$ cat src/rtl/bus_demux.sv
// rtl/bus_demux.sv - one-master to two-slave request/response demultiplexer
// Address bit SEL_BIT routes each request; a cycle timer turns a stalled slave into an error response.
module bus_demux #(
   parameter int SEL_BIT = 31,
   parameter int TIMEOUT = 16
) (
   input  logic        clk,
   input  logic        rst_n,
   input  logic        m_valid,
   output logic        m_ready,
   input  logic        m_we,
   input  logic [31:0] m_addr,
   input  logic [31:0] m_wdata,
   output logic        m_rvalid,
   output logic [31:0] m_rdata,
   output logic        m_err,
   output logic        s0_valid,
   input  logic        s0_ready,
   output logic        s0_we,
   output logic [31:0] s0_addr,
   output logic [31:0] s0_wdata,
   input  logic        s0_rvalid,
   input  logic [31:0] s0_rdata,
   output logic        s1_valid,
   input  logic        s1_ready,
   output logic        s1_we,
   output logic [31:0] s1_addr,
   output logic [31:0] s1_wdata,
   input  logic        s1_rvalid,
   input  logic [31:0] s1_rdata
);

   typedef enum logic [1:0] {
      IDLE = 2'd0,
      REQ  = 2'd1,
      RESP = 2'd2
   } state_t;

   localparam logic [7:0] TMO_LAST = 8'(TIMEOUT - 1);

   state_t      state;
   logic [7:0]  timer;
   logic        sel;
   logic        we_r;
   logic [31:0] addr_r;
   logic [31:0] wdata_r;

   logic        sel_ready;
   logic        sel_rvalid;
   logic [31:0] sel_rdata;
   logic        timeout;

   always_comb begin
      sel_ready  = sel ? s1_ready  : s0_ready;
      sel_rvalid = sel ? s1_rvalid : s0_rvalid;
      sel_rdata  = sel ? s1_rdata  : s0_rdata;
      timeout    = (timer == TMO_LAST);
   end

   assign m_ready = (state == IDLE);

   // Both slaves see the captured command; only the selected one gets valid.
   assign s0_we    = we_r;
   assign s0_addr  = addr_r;
   assign s0_wdata = wdata_r;
   assign s1_we    = we_r;
   assign s1_addr  = addr_r;
   assign s1_wdata = wdata_r;

   always_ff @(posedge clk or negedge rst_n) begin
      if (!rst_n) begin
         state    <= IDLE;
         timer    <= 8'd0;
         sel      <= 1'b0;
         we_r     <= 1'b0;
         addr_r   <= 32'd0;
         wdata_r  <= 32'd0;
         m_rvalid <= 1'b0;
         m_rdata  <= 32'd0;
         m_err    <= 1'b0;
         s0_valid <= 1'b0;
         s1_valid <= 1'b0;
      end else begin
         m_rvalid <= 1'b0;
         if (state != IDLE && timer != 8'hff)
            timer <= timer + 8'd1;
         case (state)
            IDLE: begin
               if (m_valid) begin
                  we_r     <= m_we;
                  addr_r   <= m_addr;
                  wdata_r  <= m_wdata;
                  sel      <= m_addr[SEL_BIT];
                  timer    <= 8'd0;
                  s0_valid <= ~m_addr[SEL_BIT];
                  s1_valid <= m_addr[SEL_BIT];
                  state    <= REQ;
               end
            end
            REQ: begin
               // A handshake at the timeout edge still wins; the response is awaited.
               if (sel_ready) begin
                  s0_valid <= 1'b0;
                  s1_valid <= 1'b0;
                  state    <= RESP;
               end else if (timeout) begin
                  s0_valid <= 1'b0;
                  s1_valid <= 1'b0;
                  m_rvalid <= 1'b1;
                  m_err    <= 1'b1;
                  m_rdata  <= 32'd0;
                  state    <= IDLE;
               end
            end
            RESP: begin
               if (sel_rvalid) begin
                  m_rvalid <= 1'b1;
                  m_err    <= 1'b0;
                  m_rdata  <= we_r ? 32'd0 : sel_rdata;
                  state    <= IDLE;
               end else if (timeout) begin
                  m_rvalid <= 1'b1;
                  m_err    <= 1'b1;
                  m_rdata  <= 32'd0;
                  state    <= IDLE;
               end
            end
            default: state <= IDLE;
         endcase
      end
   end

endmodule

$ cat config.mk
export PLATFORM = sky130hd
export DESIGN_NAME = bus_demux
export DESIGN_NICKNAME = d
export VERILOG_FILES = /design/src/rtl/bus_demux.sv
export SDC_FILE = /design/constraint.sdc
export NUM_CORES = 1
export LEC_CHECK = 0
export ABC_AREA = 1
export CAP_MARGIN = 20
export CORE_AREA = 4 4 116 118
export CTS_BUF_LIST = sky130_fd_sc_hd__clkbuf_8
export DETAILED_ROUTE_END_ITERATION = 16
export DIE_AREA = 0 0 120 122
export DONT_BUFFER_PORTS = 1
export SYNTH_ARGS = -nofsm -noshare
export SYNTH_HDL_FRONTEND = slang
export SYNTH_SLANG_ARGS = --single-unit
$ cat constraint.sdc
create_clock -name clk -period 2 [get_ports clk]
set_clock_uncertainty 0.1 [all_clocks]
set_input_delay 0.4 -clock clk [delete_from_list [all_inputs] [get_ports clk]]
set_output_delay 0.4 -clock clk [all_outputs]
set_load 0.01 [all_outputs]
==> reports/metrics.cfg <==
[timing]
rsz0062_at_grt=false
max_slew.worst_pin.slew_ns=0.454
period_needed_ns=1.85
slew_viol_final=0
layout_worst_path_cycle_share=0.927
finalHoldViolations=111
setup_tns_ns=0
max_slew_margin=0.694
fmax_mhz=539
worst_slack_ns=0.145
holdWs_ns=-0.402
setup_viol=0

[grt]
grt_pass1_wl_um=22100
grt_overflow_total=0
grt_usage=0.190
grt_pass1_vias=4081
antenna_found_initial=0
grt_start_max_net_pins=112

[cts]
cts_setup_buffers=0
cts_sinks=111
cts_tree=done
htree_levels=3
hold_buffers=7
ctsLongestPathBuffers=2
path_clk_slew_ns=0.11
cts_buffers=9
cts_root_buf=clkbuf_8
insertion_delay_ns=0.37

[floorplan]
fp.coreArea_mm2=0.0125
die_w_um=120
row_count=41
ios=303
die_y_um=122
dieArea_mm2=0.0146
initial_core_util=0.454

[drt]
drt_iter0_markers=301
post_drt_wl_per_cell_um=17.1
first_pass_iters=4
vias=4219
viasPerCell=5.01
drc=0
ant_nets=0
wl_um=14400

[setup_path]
path_class=register to register
cp_common_cell=inv_1
cp_cell_sequence=inv_1 -> ha_1 -> inv_1 -> o21ai_4 -> nand3_4 -> nand2_1 -> nor2_1
worst_ep_arrival_time_ns=2.02
max_stage_delay_ns=0.44
start_kind=register
reg2reg_from=state[0]
cp-end-kind=register
crit_slowest_cell=dfrtp_1
crit_path_start=state[0]
worstPathRequired_ns=2.17
path_max_fanout=12
reg2reg_slack_ns=0.15

[outcome]
violations=negative hold slack
status=finished with violations

[finish]
area_delta_synth_final_pct=-0.796
final_nets=806
drive_gt1_frac=0.0687
n_antenna_cell=0

[power_and_ir_drop]
vdd_drop_max_mv=0.741
powerDensity_mw_per_mm2=1670
p_leak_nw=2.89

[synth]
yosysWarnings=0
synthDistinctLibCells=27
synth-seq-cells=111
syn_area_mm2=0.00566
ys_seq_area_frac=0.491
syn_area_per_cell_um2=7.72
synthCells=733
syn-num-nets=874

[placement]
dp_slack_ns=0.0975
place.detailed.hpwl_um=10400
port-buffer-count=0
gp_congestion=0.798

[worst_hold_path]
holdCritPathClass=primary input to async pin

[flow_run]
drv_cap=0

[logic make-up (layout without fill, tap and decap cells)]
family / Yosys count / in the layout / share of synthesized area
fa+ha+maj: 5 / 5 / 0.0111
buf+inv: 118 / 54 / 0.137
simple gates: 429 / 430 / 0.296
flops: 111 / 111 / 0.491
compound gates: 69 / 69 / 0.0635
xor+xnor: 1 / 1 / 0.00155
[layout make-up]
class | instances | area [µm²]
fill | 1265 | 6850
clock buffer | 10 | 138
clock inverter | 6 | 67.6
multi-input combinational | 505 | 2140
timing repair buffer | 18 | 190
sequential | 111 | 2780
inverter | 20 | 85.1
tap | 172 | 215
[worst max-delay path, delay by kind of cell (launching register included)]
kind,cells,cell delay (ns)
compound gates,1,0.36
buf+inv,2,0.22
fa+ha+maj,1,0.21
flops,1,0.44
simple gates,3,0.41
[power by group]
part           switching, mW  internal [mW]
Combinational           1.78           1.02
Sequential              1.92           3.27
Clock                  0.786          0.621
[path summary, 6_finish.rpt]
path                                     end  cells after the start
worst max-delay path             m_rdata[15]                      7
worst min-delay path              m_rdata[8]                      0
worst max register to register   m_rdata[15]                      7
worst min register to register      timer[1]                      2
max in group asynchronous           timer[4]                      0
min in group clk                s0_wdata[11]                      2
[state kept, by name, indices dropped and copies added, names as in the netlist]
signal and flops:
m_rdata 32, s0_wdata 32, s0_addr 31, timer 8
state 2, m_err 1, m_rvalid 1, s0_valid 1
s0_we 1, s1_valid 1, sel 1
[cell usage after synthesis]
cell type,instances,area [µm²]
ha_1,5,62.6
clkbuf_1,14,52.6
nand2_1,294,1100
nand2_2,5,31.3
inv_6,2,17.5
clkinv_1,1,3.75
o21ai_4,1,16.3
inv_1,16,60.1
nand2_4,1,11.3
o21ai_0,41,205
o21ai_1,4,20.0
buf_1,2,7.51
nand3b_1,1,7.51
nand3_1,5,25.0
a21oi_1,22,110
nor2_2,1,6.26
nor3b_1,1,7.51
nand4_1,1,6.26
xnor2_1,1,8.76
nand3_4,2,35.0
inv_2,1,3.75
nor2_1,118,443
o21bai_1,1,7.51
buf_6,8,90.1
buf_2,7,35.0
dfrtp_1,111,2780
buf_4,67,503
[metrics by stage]
step / hold slack (ns) / instances / util / area [µm²] / total power [mW]
after floorplan: 0.00441 / 733 / - / 5660 / 7.89
after global placement: 0.00778 / 818 / 0.426 / 5310 / 7.91
after detailed placement: 0.00739 / 818 / 0.426 / 5310 / 8.03
after CTS: -0.431 / 841 / 0.448 / 5580 / 9.47
after global routing: -0.440 / 842 / 0.450 / 5610 / 10.2
final: -0.402 / 842 / 0.450 / 5610 / 9.39
[per-layer routing]
metal | routed length (µm) | global-route usage | up-vias
met3 | 1590 | 0.0766 | 20
met1 | 5720 | 0.234 | 1926
met5 | 0 | 0 | -
met2 | 6850 | 0.303 | 223
met4 | 279 | 0.0694 | 0
li1 | - | - | 2050
[cells in the final DEF, fill, tap and decap left out, types with 2 or more instances in the layout]
master / n
a21oi_1: 22
nand3_1: 5
buf_4: 8
nand2_1: 293
o21ai_1: 4
clkbuf_8: 10
clkinvlp_4: 2
ha_1: 3
inv_6: 4
dfrtp_1: 111
nor2_1: 117
nand3_4: 3
inv_1: 16
o21ai_0: 41
buf_12: 3
dlygate4sd3_1: 7
inv_2: 2
ha_2: 2
nand2_2: 6
[what timing repair did]
item,4_1_cts,5_1_grt
hold endpoints to repair,118,111
setup endpoints to repair,0,33
resized for setup,0,5
Note: power is estimated with default switching activity, not from simulation.
